File: src/rtl/systolic_operand_feeder.sv
// Operand feeder for an ARRAY_SIZE systolic array. It streams k_len skewed A/B beats, flushes the array,
// launches requantisation and waits for its result. Define SYSTOLIC_FEEDER_TIMEOUT_EN to abort a stalled WAIT.
module systolic_operand_feeder #(
  parameter int unsigned ARRAY_SIZE = 4,
  parameter int unsigned DATA_WIDTH = 8,
  parameter int unsigned K_MAX      = 16
) (
  input  logic                                 clk,
  input  logic                                 reset_n,
  input  logic                                 start,
  input  logic [$clog2(K_MAX+1)-1:0]           k_len,
  input  logic                                 s_valid,
  output logic                                 s_ready,
  input  logic [ARRAY_SIZE-1:0][DATA_WIDTH-1:0] s_a,
  input  logic [ARRAY_SIZE-1:0][DATA_WIDTH-1:0] s_b,
  output logic [ARRAY_SIZE-1:0][DATA_WIDTH-1:0] a_out,
  output logic [ARRAY_SIZE-1:0][DATA_WIDTH-1:0] b_out,
  output logic                                 sys_enable,
  output logic                                 accum_clear,
  output logic                                 accum_enable,
  output logic                                 quant_enable,
  input  logic                                 quant_valid,
  output logic                                 busy,
  output logic                                 done,
  output logic                                 err
);

  localparam int unsigned KW          = $clog2(K_MAX + 1);
  localparam int unsigned FLUSH_STEPS = 2 * ARRAY_SIZE - 1;
  localparam int unsigned FW          = $clog2(FLUSH_STEPS + 1);

  typedef enum logic [2:0] {
    ST_IDLE,
    ST_CLEAR,
    ST_STREAM,
    ST_FLUSH,
    ST_QUANT,
    ST_WAIT,
    ST_DONE
  } state_t;

  state_t        state;
  state_t        state_nxt;
  logic [KW-1:0] k_lat;
  logic [KW-1:0] beat_cnt;
  logic [FW-1:0] flush_cnt;

  logic k_ok_c;
  logic stream_c;
  logic step_c;
  logic last_beat_c;
  logic last_flush_c;
  logic timeout_c;

  logic s_ready_nxt;
  logic busy_nxt;
  logic accum_clear_nxt;
  logic sys_enable_nxt;
  logic accum_enable_nxt;
  logic quant_enable_nxt;
  logic done_nxt;
  logic err_nxt;

  assign k_ok_c       = (k_len != '0) && (32'(k_len) <= K_MAX);
  assign stream_c     = (state == ST_STREAM);
  // A step is an accepted beat while streaming, or every cycle of the zero-injecting flush.
  assign step_c       = (stream_c && s_valid && s_ready) || (state == ST_FLUSH);
  assign last_beat_c  = ((beat_cnt + KW'(1)) == k_lat);
  assign last_flush_c = (flush_cnt == FW'(FLUSH_STEPS - 1));

`ifdef SYSTOLIC_FEEDER_TIMEOUT_EN
  localparam int unsigned TIMEOUT_CYCLES = 64;
  localparam int unsigned TW             = $clog2(TIMEOUT_CYCLES);

  logic [TW-1:0] wait_cnt;

  // Cycles spent in WAIT so far; cleared whenever the FSM is elsewhere.
  always_ff @(posedge clk or negedge reset_n) begin
    if (!reset_n) begin
      wait_cnt <= '0;
    end else if (state != ST_WAIT) begin
      wait_cnt <= '0;
    end else begin
      wait_cnt <= wait_cnt + TW'(1);
    end
  end

  assign timeout_c = (state == ST_WAIT) && !quant_valid && (wait_cnt == TW'(TIMEOUT_CYCLES - 1));
`else
  assign timeout_c = 1'b0;
`endif

  // State register.
  always_ff @(posedge clk or negedge reset_n) begin
    if (!reset_n) begin
      state <= ST_IDLE;
    end else begin
      state <= state_nxt;
    end
  end

  // Next-state logic.
  always_comb begin
    state_nxt = state;
    unique case (state)
      ST_IDLE:   if (start && k_ok_c) state_nxt = ST_CLEAR;
      ST_CLEAR:  state_nxt = ST_STREAM;
      ST_STREAM: if (step_c && last_beat_c) state_nxt = ST_FLUSH;
      ST_FLUSH:  if (last_flush_c) state_nxt = ST_QUANT;
      ST_QUANT:  state_nxt = ST_WAIT;
      ST_WAIT: begin
        if (quant_valid) begin
          state_nxt = ST_DONE;
        end else if (timeout_c) begin
          state_nxt = ST_IDLE;
        end
      end
      ST_DONE:   state_nxt = ST_IDLE;
      default:   state_nxt = ST_IDLE;
    endcase
  end

  // Output decode: flags follow the state being entered so the registered copies line up with it.
  always_comb begin
    s_ready_nxt      = 1'b0;
    busy_nxt         = 1'b0;
    accum_clear_nxt  = 1'b0;
    sys_enable_nxt   = 1'b0;
    accum_enable_nxt = 1'b0;
    quant_enable_nxt = 1'b0;
    done_nxt         = 1'b0;
    err_nxt          = 1'b0;

    s_ready_nxt      = (state_nxt == ST_STREAM);
    busy_nxt         = (state_nxt != ST_IDLE);
    accum_clear_nxt  = (state_nxt == ST_CLEAR);
    quant_enable_nxt = (state_nxt == ST_QUANT);
    done_nxt         = (state_nxt == ST_DONE);
    sys_enable_nxt   = step_c;
    accum_enable_nxt = sys_enable;
    err_nxt          = ((state == ST_IDLE) && start && !k_ok_c) || timeout_c;
  end

  // Registered control outputs.
  always_ff @(posedge clk or negedge reset_n) begin
    if (!reset_n) begin
      s_ready      <= 1'b0;
      busy         <= 1'b0;
      accum_clear  <= 1'b0;
      sys_enable   <= 1'b0;
      accum_enable <= 1'b0;
      quant_enable <= 1'b0;
      done         <= 1'b0;
      err          <= 1'b0;
    end else begin
      s_ready      <= s_ready_nxt;
      busy         <= busy_nxt;
      accum_clear  <= accum_clear_nxt;
      sys_enable   <= sys_enable_nxt;
      accum_enable <= accum_enable_nxt;
      quant_enable <= quant_enable_nxt;
      done         <= done_nxt;
      err          <= err_nxt;
    end
  end

  // Job length latch and beat/flush counters.
  always_ff @(posedge clk or negedge reset_n) begin
    if (!reset_n) begin
      k_lat     <= '0;
      beat_cnt  <= '0;
      flush_cnt <= '0;
    end else begin
      if ((state == ST_IDLE) && start && k_ok_c) begin
        k_lat <= k_len;
      end
      if (state == ST_CLEAR) begin
        beat_cnt <= '0;
      end else if (stream_c && step_c) begin
        beat_cnt <= beat_cnt + KW'(1);
      end
      if (state != ST_FLUSH) begin
        flush_cnt <= '0;
      end else begin
        flush_cnt <= flush_cnt + FW'(1);
      end
    end
  end

  // Per-lane skew: lane i is delayed by i+1 step-qualified registers, zeros injected outside STREAM.
  for (genvar i = 0; i < ARRAY_SIZE; i++) begin : g_lane
    logic [DATA_WIDTH-1:0] pipe_a [i+1];
    logic [DATA_WIDTH-1:0] pipe_b [i+1];

    always_ff @(posedge clk or negedge reset_n) begin
      if (!reset_n) begin
        for (int j = 0; j <= i; j++) begin
          pipe_a[j] <= '0;
          pipe_b[j] <= '0;
        end
      end else if (step_c) begin
        pipe_a[0] <= stream_c ? s_a[i] : '0;
        pipe_b[0] <= stream_c ? s_b[i] : '0;
        for (int j = 1; j <= i; j++) begin
          pipe_a[j] <= pipe_a[j-1];
          pipe_b[j] <= pipe_b[j-1];
        end
      end
    end

    assign a_out[i] = pipe_a[i];
    assign b_out[i] = pipe_b[i];
  end

endmodule

File: config.mk
export PLATFORM = sky130hd
export DESIGN_NAME = systolic_operand_feeder
export DESIGN_NICKNAME = d
export VERILOG_FILES = /design/src/rtl/systolic_operand_feeder.sv
export SDC_FILE = /design/constraint.sdc
export NUM_CORES = 1
export LEC_CHECK = 0
export ABC_AREA = 1
export BUFFER_PORTS_ARGS = -buffer_cell sky130_fd_sc_hd__buf_2
export CAP_MARGIN = 15
export CORE_UTILIZATION = 55
export DETAILED_ROUTE_END_ITERATION = 10
export PLACE_DENSITY_LB_ADDON = 0.2
export SYNTH_ARGS = -nofsm -noshare
export SYNTH_HDL_FRONTEND = slang
export SYNTH_SLANG_ARGS = --single-unit
File: constraint.sdc
create_clock -name clk -period 2.5 [get_ports clk]
set_input_delay 0.375 -clock clk [delete_from_list [all_inputs] [get_ports clk]]
set_output_delay 0.375 -clock clk [all_outputs]
set_load 0.005 [all_outputs]
# ---- Word level (Yosys, flattened, before mapping)
# Index checks and enable logic that the tools add are counted.
dict set report word_totals {
  ff_bits 184
  input_bits 74
  out_inout_bits 72
}
dict set report classes {
  n_addsub 2
  n_lt_le_gt_ge 1
  n_eq_ne 12
  mux 16
  n_reduce_logical 15
}
# op count
set op_table {}
lappend op_table {{two-way mux 8 bit} 8}
lappend op_table {{case mux 3 bit (6 select lines)} 1}
lappend op_table {{== test 3 bit (second input constant)} 5}
lappend op_table {{two-way mux 3 bit} 5}
lappend op_table {{two-way mux 5 bit} 2}
lappend op_table {{== test 3 x 2 -> 1 bit (second input constant)} 3}
lappend op_table {{logical AND 1 bit} 9}
lappend op_table {{== test 3 x 1 -> 1 bit (second input constant)} 2}
lappend op_table {{adder 5 x 1 -> 5 bit (second input constant)} 1}
lappend op_table {{== test 5 bit} 1}
lappend op_table {{<= comparator 5 bit (second input constant)} 1}
lappend op_table {{nonzero test 5 bit} 1}
lappend op_table {{adder 3 x 1 -> 3 bit (second input constant)} 1}
lappend op_table {{zero test 3 bit} 1}
lappend op_table {{!= test 3 x 2 -> 1 bit (second input constant)} 1}
lappend op_table {{nonzero test 3 bit} 1}
lappend op_table {{nonzero test 2 bit} 1}
lappend op_table {{zero test 1 bit} 1}
lappend op_table {{logical OR 1 bit} 1}

# ---- Longest topological paths before layout
# Gate-level depths: netlist of run 1.
dict set report depth {
  ltp_word 8
  depth_mapped 10
}

# ---- Worst setup path before layout of run 1
# OpenSTA, ideal clock, no wires.
dict set report synth_timing {
  kind {reg2reg}
  startpoint {reg state[2]}
  endpoint {reg g_lane[0].pipe_a[1] in the netlist's numbering}
  setup_time_ns 0.121
  t_arrival_ns 1.259
  t_required_ns 2.379
  path_slack_ns 1.120
  path_stages_with_launch 8
  n_path_buf 2
  cell_sequence {dfrtp_1 -> inv_2 -> nand2_1 -> nor2_2 -> nor2_8 -> buf_6 -> buf_6 -> a22o_1}
}
dict set report synth_via {
  elab_chain_len 4
  elab_cells_between_ends 6
  classes_between {eq/ne: 2; mux: 1; reduce/logical: 3}
}
# item line
set synth_rtl {}
lappend synth_rtl {{start: declaration} 42} ;# state_t state;
lappend synth_rtl {{start signal: assignment} 98} ;# state <= state_nxt;
lappend synth_rtl {{== test 3 x 2 -> 1 bit} 65} ;# assign stream_c = (state == ST_STREAM);
lappend synth_rtl {{logical AND 1 bit (2 in a row)} 67} ;# assign step_c = (stream_c && s_valid && s_ready) || (state == ST_FLUSH);
lappend synth_rtl {{logical OR 1 bit} 67}
lappend synth_rtl {{end signal: indexed assignment} 205} ;# pipe_a[j] <= pipe_a[j-1];
lappend synth_rtl {{end: declaration} 192} ;# logic [DATA_WIDTH-1:0] pipe_a [i+1];
# Several ways; a longest one is shown, not always the timed one.
# A chain may end at the register's enable or synchronous reset.

# ---- Final worst setup path of run 1
dict set report layout_timing {
  startpoint {reg state[2]}
  endpoint {reg beat_cnt[4]}
}
dict set report layout_via {
  elab_chain_len 6
  elab_cells_between_ends 9
  classes_between {eq/ne: 3; mux: 1; reduce/logical: 5}
}
# item line
set layout_rtl {}
lappend layout_rtl {{== test 3 x 2 -> 1 bit} 65}
lappend layout_rtl {{logical AND 1 bit (2 in a row)} 67}
lappend layout_rtl {{logical OR 1 bit} 67}
lappend layout_rtl {{logical AND 1 bit} 179} ;# end else if (stream_c && step_c) begin
lappend layout_rtl {{nonzero test 2 bit (no line)} n/a}
lappend layout_rtl {{end signal: assignment} 180} ;# beat_cnt <= beat_cnt + KW'(1);
lappend layout_rtl {{end: declaration} 45} ;# logic [KW-1:0] beat_cnt;
# Several ways; a longest one is shown, not always the timed one.

==> results of run 1 <==
-- what timing repair did --
action	in CTS	in global routing
buffers inserted	0	0
endpoints found under the hold margin	44	0
hold buffers	1	0
-- metrics by stage --
stage	total power (uW)	setup WS, ns	std cells
after global routing	11100	0.279	1041
after CTS	10500	0.461	1041
final	10400	0.499	1041
after floorplan	7100	1.12	759
after detailed placement	7640	0.489	1008
after global placement	7480	0.633	1008
-- worst max-delay path, stage by stage, from the launching register on --
cell     delay [ns]
dfrtp_1        0.42
inv_2          0.10
nand3_2        0.11
nor2_4         0.17
buf_4          0.61
inv_1          0.19
nand2_1        0.16
o21ai_0        0.09
-- registers in the layout, summed over array words and instances (netlist names) --
signal	flops
g_lane.pipe_a	56
g_lane.pipe_b	56
a_out	24
b_out	24
beat_cnt	5
k_lat	5
flush_cnt	3
state	3
accum_clear	1
accum_enable	1
busy	1
done	1
err	1
quant_enable	1
s_ready	1
sys_enable	1
-- area by class of cell --
class                           count  area, sq um
Clock buffer                       17          425
Sequential cell                   184         4600
Timing Repair Buffer              156          855
Clock inverter                     15          191
Tap cell                          176          220
Multi-Input combinational cell    405         1880
Inverter                           88          333
Fill cell                        1071         4680
-- logic make-up (layout without fill, tap and decap cells) --
family | Yosys count | after routing
AO/OA/AOI/OAI | 158 | 158
XOR/XNOR | 1 | 1
adder cells (fa/ha/maj) | 3 | 3
buffers and inverters | 170 | 276
flip-flops | 184 | 184
AND/OR/NAND/NOR | 243 | 243
-- final timing paths --
path,to
setup / recovery,beat_cnt[4]
hold / removal,g_lane[1].pipe_a[14]
setup reg to reg,beat_cnt[4]
hold reg to reg,accum_enable
max in group asynchronous,g_lane[0].pipe_a[7]
min in group asynchronous,a_out[25]
-- power breakdown --
part / internal, uW / switching [uW] / total, uW
registers: 4090 / 482 / 4570
clock network: 1600 / 1160 / 2750
logic: 1120 / 1910 / 3030
total: 6800 / 3550 / 10400
-- cell usage in the layout (no fill, tap or decap), types with 7 or more instances in the layout --
cell | Yosys | routed
clkbuf_16 | 0 | 17
nand3_1 | 13 | 13
buf_4 | 51 | 7
dfrtp_1 | 184 | 184
o21ai_1 | 24 | 24
nor2_1 | 11 | 11
buf_2 | 10 | 144
nand2_1 | 210 | 210
a22o_1 | 16 | 16
inv_1 | 85 | 85
o21ai_0 | 114 | 114
-- routing by layer --
metal  vias up  GRT usage, %
li1       2533             -
met2       122          35.5
met5         -             0
met1      2485          31.0
met3        17          4.87
met4         0          8.49
==> results.toml, run 1 <==
[floorplanning]
dieArea_sq_um = 14000
core_sq_um = 13200
start_util_pct = 56.4
die_x_microns = 118
ios = 146
die_h_microns = 118
placementRows = 42

[sta]
setup_violations = 0
relSlewSlack_pct = 49.3
rsz0062_at_grt = "no"
fmax_ghz = 0.500
period_needed_ns = 2.00
hold_viol = 0
fin_worst_skew_ns = 0.00595
worst_pin_slew_ns = 0.760
maxSlewViolCount = 0
fin_setup_tns_ns = 0
hold_slack_ns = 0.153
period_share_pct = 80.0

[worst_setup_path]
timing.rr.start = "state[2]"
cp_max_fo = 69
worstRegToRegCells = 7
required_ns = 2.80
cp.arrival_ns = 2.30
crit_start = "state[2]"
ff2ff_setup_slack_ns = 0.50
start_kind = "flop"
end_kind = "flop"
path_class = "reg2reg"

[global_route]
overflow = 0
grt_pass1_vias = 5132
grt_usage_pct = 22.6
antenna_found_initial = 0
grt_pass1_wl_microns = 24700
grt_max_degree = 161

[synthesis]
synth_mux_area_share_pct = 0
synth_adder_area_share_pct = 0.505
yosys_warnings = 0
ys_ff_latch = 184
synth_common_cells = "210 x nand2_1, 184 x dfrtp_1, 114 x o21ai_0"
synth_nets = 836
synth_top_family_by_area = "simple AND/OR/NAND/NOR gates"
synth_edf_count = 0
synthTopCellsByArea = "dfrtp_1 62%, nand2_1 11%, o21ai_0 7.7%, buf_4 5.1%, inv_1 4.3%"
synth_xor_area_share_pct = 0.118
synth_largest_area_cell = "dfrtp_1"
syn_inst = 759
ys_seq_area_share_pct = 61.9
avgSynthCellArea_sq_um = 9.80
synth-compound-area-share_pct = 11.6
synth_area_sq_um = 7440
synth_top_area_share_pct = 61.9
yosys.area_share.simple_pct = 13.1
yosysUniqueCellTypes = 27
yosysMostFrequentCell = "nand2_1"
synth_ff_type = "dfrtp_1"
synthArstFlopShare_pct = 100

[drt]
viasPerCell = 4.95
wl_met2_microns = 6870
wire_per_inst_microns = 13.8
dr_total_vias = 5157
highest_layer = "met4"
wl_met1_microns = 6590
first_iter_violations = 365
antenna_left = 0
dr.pass1.iters = 5
drc = 0
wl_met3_microns = 675
drt_wl_total_microns = 14400

[clock_tree]
clk_pin_slew_ns = 0.07
clock_sink_count = 184
clk-insertion-delay-late_ns = 0.43
htree_levels = 4
clockBufferDepth = 2
cts_tree = "yes"
cts_buffers = 17
cts_resized = 0
cts-root-buf = "clkbuf_16"

[job]
cap_violations = 0

[finish]
antenna_cells = 0
nets = 929
syn2layout_area_growth_pct = 14.5
drive_above_1_share_pct = 22.5
fin_area_sq_um = 8510
final_core_util_pct = 64.5

[placed_design]
port_buffers = 145
gp_congestion = 0.826
place_area_sq_um = 7880
hpwlAfterDp_microns = 9060

[power_and_ir_drop]
leakage_uw = 0.00441
irDropWorstVdd_mv = 0.945
power_density_nw_per_um2 = 1220

[min_path]
hp-start = "s_a[14]"
hp-class = "in2reg"
hold-path-cell-count = 3

[status]
status = "completed"
Power figures use the tool's default switching activity.
==> run 2: changes to the inputs <==
--- a/config.mk
+++ b/config.mk
@@ -8,7 +8,7 @@
 export ABC_AREA = 1
 export BUFFER_PORTS_ARGS = -buffer_cell sky130_fd_sc_hd__buf_2
 export CAP_MARGIN = 15
-export CORE_UTILIZATION = 55
+export CORE_UTILIZATION = 50
 export DETAILED_ROUTE_END_ITERATION = 10
 export PLACE_DENSITY_LB_ADDON = 0.2
 export SYNTH_ARGS = -nofsm -noshare
==> constraint.sdc (replaced) <==
create_clock -name clk -period 1.7 [get_ports clk]
set_input_delay 0.255 -clock clk [delete_from_list [all_inputs] [get_ports clk]]
set_output_delay 0.255 -clock clk [all_outputs]
set_load 0.005 [all_outputs]
==> run 2 against run 1 <==
  * Core utilization fell by 4.8 points
  * Fmax rose by 22%
  * Highest routed layer is now met5
  * Sequential share of layout area fell by 1.0 points
  * First-iteration DRC count decreased by 13%
  * Die area is 9.8% higher
  * Largest cell class unchanged
==> results.toml, run 2 (synthesis results as in run 1) <==
[finish]
layout_common_cells = "210 x nand2_1, 184 x dfrtp_1, 144 x buf_2"
final_cells = 1060
final_common_cell = "nand2_1"
nets = 941
fill_cells = 1268
top_regs = "g_lane.pipe_a (56), g_lane.pipe_b (56)"
syn2layout_area_growth_pct = 16.7
antenna_cells = 0
drive_above_1_share_pct = 23.1

[worst_setup_path]
worstRegToRegCells = 6
crit_chain = "inv_2 > nand3_2 > nor2_4 > nor2_8 > buf_16 > a22o_1"
crit_family = "simple AND/OR/NAND/NOR gates"
end_kind = "flop"
reg2reg_to = "g_lane[0].pipe_b[3]"
cp_max_fo = 70
path_class = "reg2reg"
cpPeakStageDelay_ns = 0.42
required_ns = 2.01
critical_path.slowest_cell = "dfrtp_1"
timing.rr.start = "state[0]"
cp.arrival_ns = 1.95
path_buf_inv = 2
worstSetupPathDepth = 6
start_kind = "flop"
ff2ff_setup_slack_ns = 0.06

[clock_tree]
clk_pin_slew_ns = 0.06
clk-insertion-delay-late_ns = 0.42
clock_sink_count = 184
cts-root-buf = "clkbuf_16"
clockBufferDepth = 2
htree_levels = 4
cts_tree = "yes"
cts_buffers = 17

[global_route]
grt_usage_pct = 19.3
grt_max_degree = 141
grt_pass1_vias = 4916
overflow = 0
grt_pass1_wl_microns = 22700
antenna_found_initial = 1

[min_path]
hold-path-cell-count = 3
min_to = "g_lane[2].pipe_a[19]"
hp-start = "s_a[19]"
hp-class = "in2reg"

[drt]
viasPerCell = 4.99
dr_total_vias = 5289
first_iter_violations = 317
wire_per_inst_microns = 14.8
antenna_left = 0
dr.pass1.iters = 5
drt_wl_total_microns = 15700
drc = 0

[floorplanning]
die_h_microns = 124
core_sq_um = 14500
placementRows = 44
die_x_microns = 124
start_util_pct = 51.2
dieArea_sq_um = 15400
ios = 146

[job]
cap_violations = 0

[power_and_ir_drop]
irDropWorstVdd_mv = 1.03
leakage_uw = 0.00448
power_density_nw_per_um2 = 1780

[sta]
period_needed_ns = 1.64
period_share_pct = 96.6
relSlewSlack_pct = 66.6
fin_worst_skew_ns = 0.00839
worst_pin_slew_ns = 0.501
maxSlewViolCount = 0
rsz0062_at_grt = "yes"
fin_setup_tns_ns = 0
setup_violations = 0
hold_viol = 0
fmax_ghz = 0.609

[placed_design]
port_buffers = 145
place_inst = 1017
gp_congestion = 0.796
hpwlAfterDp_microns = 8960

[status]
status = "completed"
==> run 2: how the worst max path moves through the flow <==
stage	slack [ns]	to	start
2_1_floorplan	0.32	g_lane[0].pipe_a[1]	state[2]
3_3_place_gp	0.1	b_out[15]	state[1]
3_5_place_dp	0.02	g_lane[3].pipe_a[16]	state[0]
4_1_cts	0.002	a_out[30]	state[0]
5_1_grt	-0.02	g_lane[3].pipe_a[12]	state[0]
6_report	0.06	g_lane[0].pipe_b[3]	state[0]
==> run 2: metal layers <==
metal / up-vias / wire length (microns) / global-route usage, %
li1: 2551 / - / -
met4: 2 / 102 / 5.43
met3: 10 / 766 / 5.63
met5: - / 8 / 0
met2: 110 / 7460 / 30.7
met1: 2616 / 7320 / 25.8
==> run 2: timing repair <==
item,CTS,global route
endpoints found under the hold margin,44,0
resized for setup,0,5
setup endpoints to repair,0,124
setup buffers,0,5
hold buffers,1,0
==> run 2: through the flow <==
stage	worst slack (ns)	hold slack [ns]	cell area, sq um	power, uW	utilization, %
floorplan	0.320	-0.0406	7440	10400	-
CTS	0.00225	0.0259	8490	15000	58.4
detailed placement	0.0174	0.245	7940	11300	54.6
global route	-0.0184	0.0435	8680	16600	59.7
finish	0.0580	0.0417	8680	15400	59.7
global placement	0.0964	0.229	7940	11100	54.6
==> run 2: final cells by class <==
cell class / instances / area [sq um] / share of cell area (%)
Clock buffer: 23 / 468 / 5.39
Clock inverter: 8 / 73.8 / 0.851
Inverter: 88 / 338 / 3.89
Multi-Input combinational cell: 406 / 1900 / 21.9
Sequential cell: 184 / 4600 / 53.1
Tap cell: 184 / 230 / 2.65
Timing Repair Buffer: 167 / 1060 / 12.3
==> run 2: power breakdown <==
part           switching, uW  total [uW]  internal (uW)  leakage (uW)
Combinational           3060        5060           2000       0.00178
Sequential               735        6750           6020       0.00243
Clock                   1560        3640           2080      0.000263
Total                   5360       15400          10100       0.00448
==> run 2: worst reg2reg max path: stages (launching register included) <==
cell and delay, ns:
dfrtp_1 0.42, inv_2 0.10, nand3_2 0.10, nor2_4 0.27
nor2_8 0.13, buf_16 0.23, a22o_1 0.28
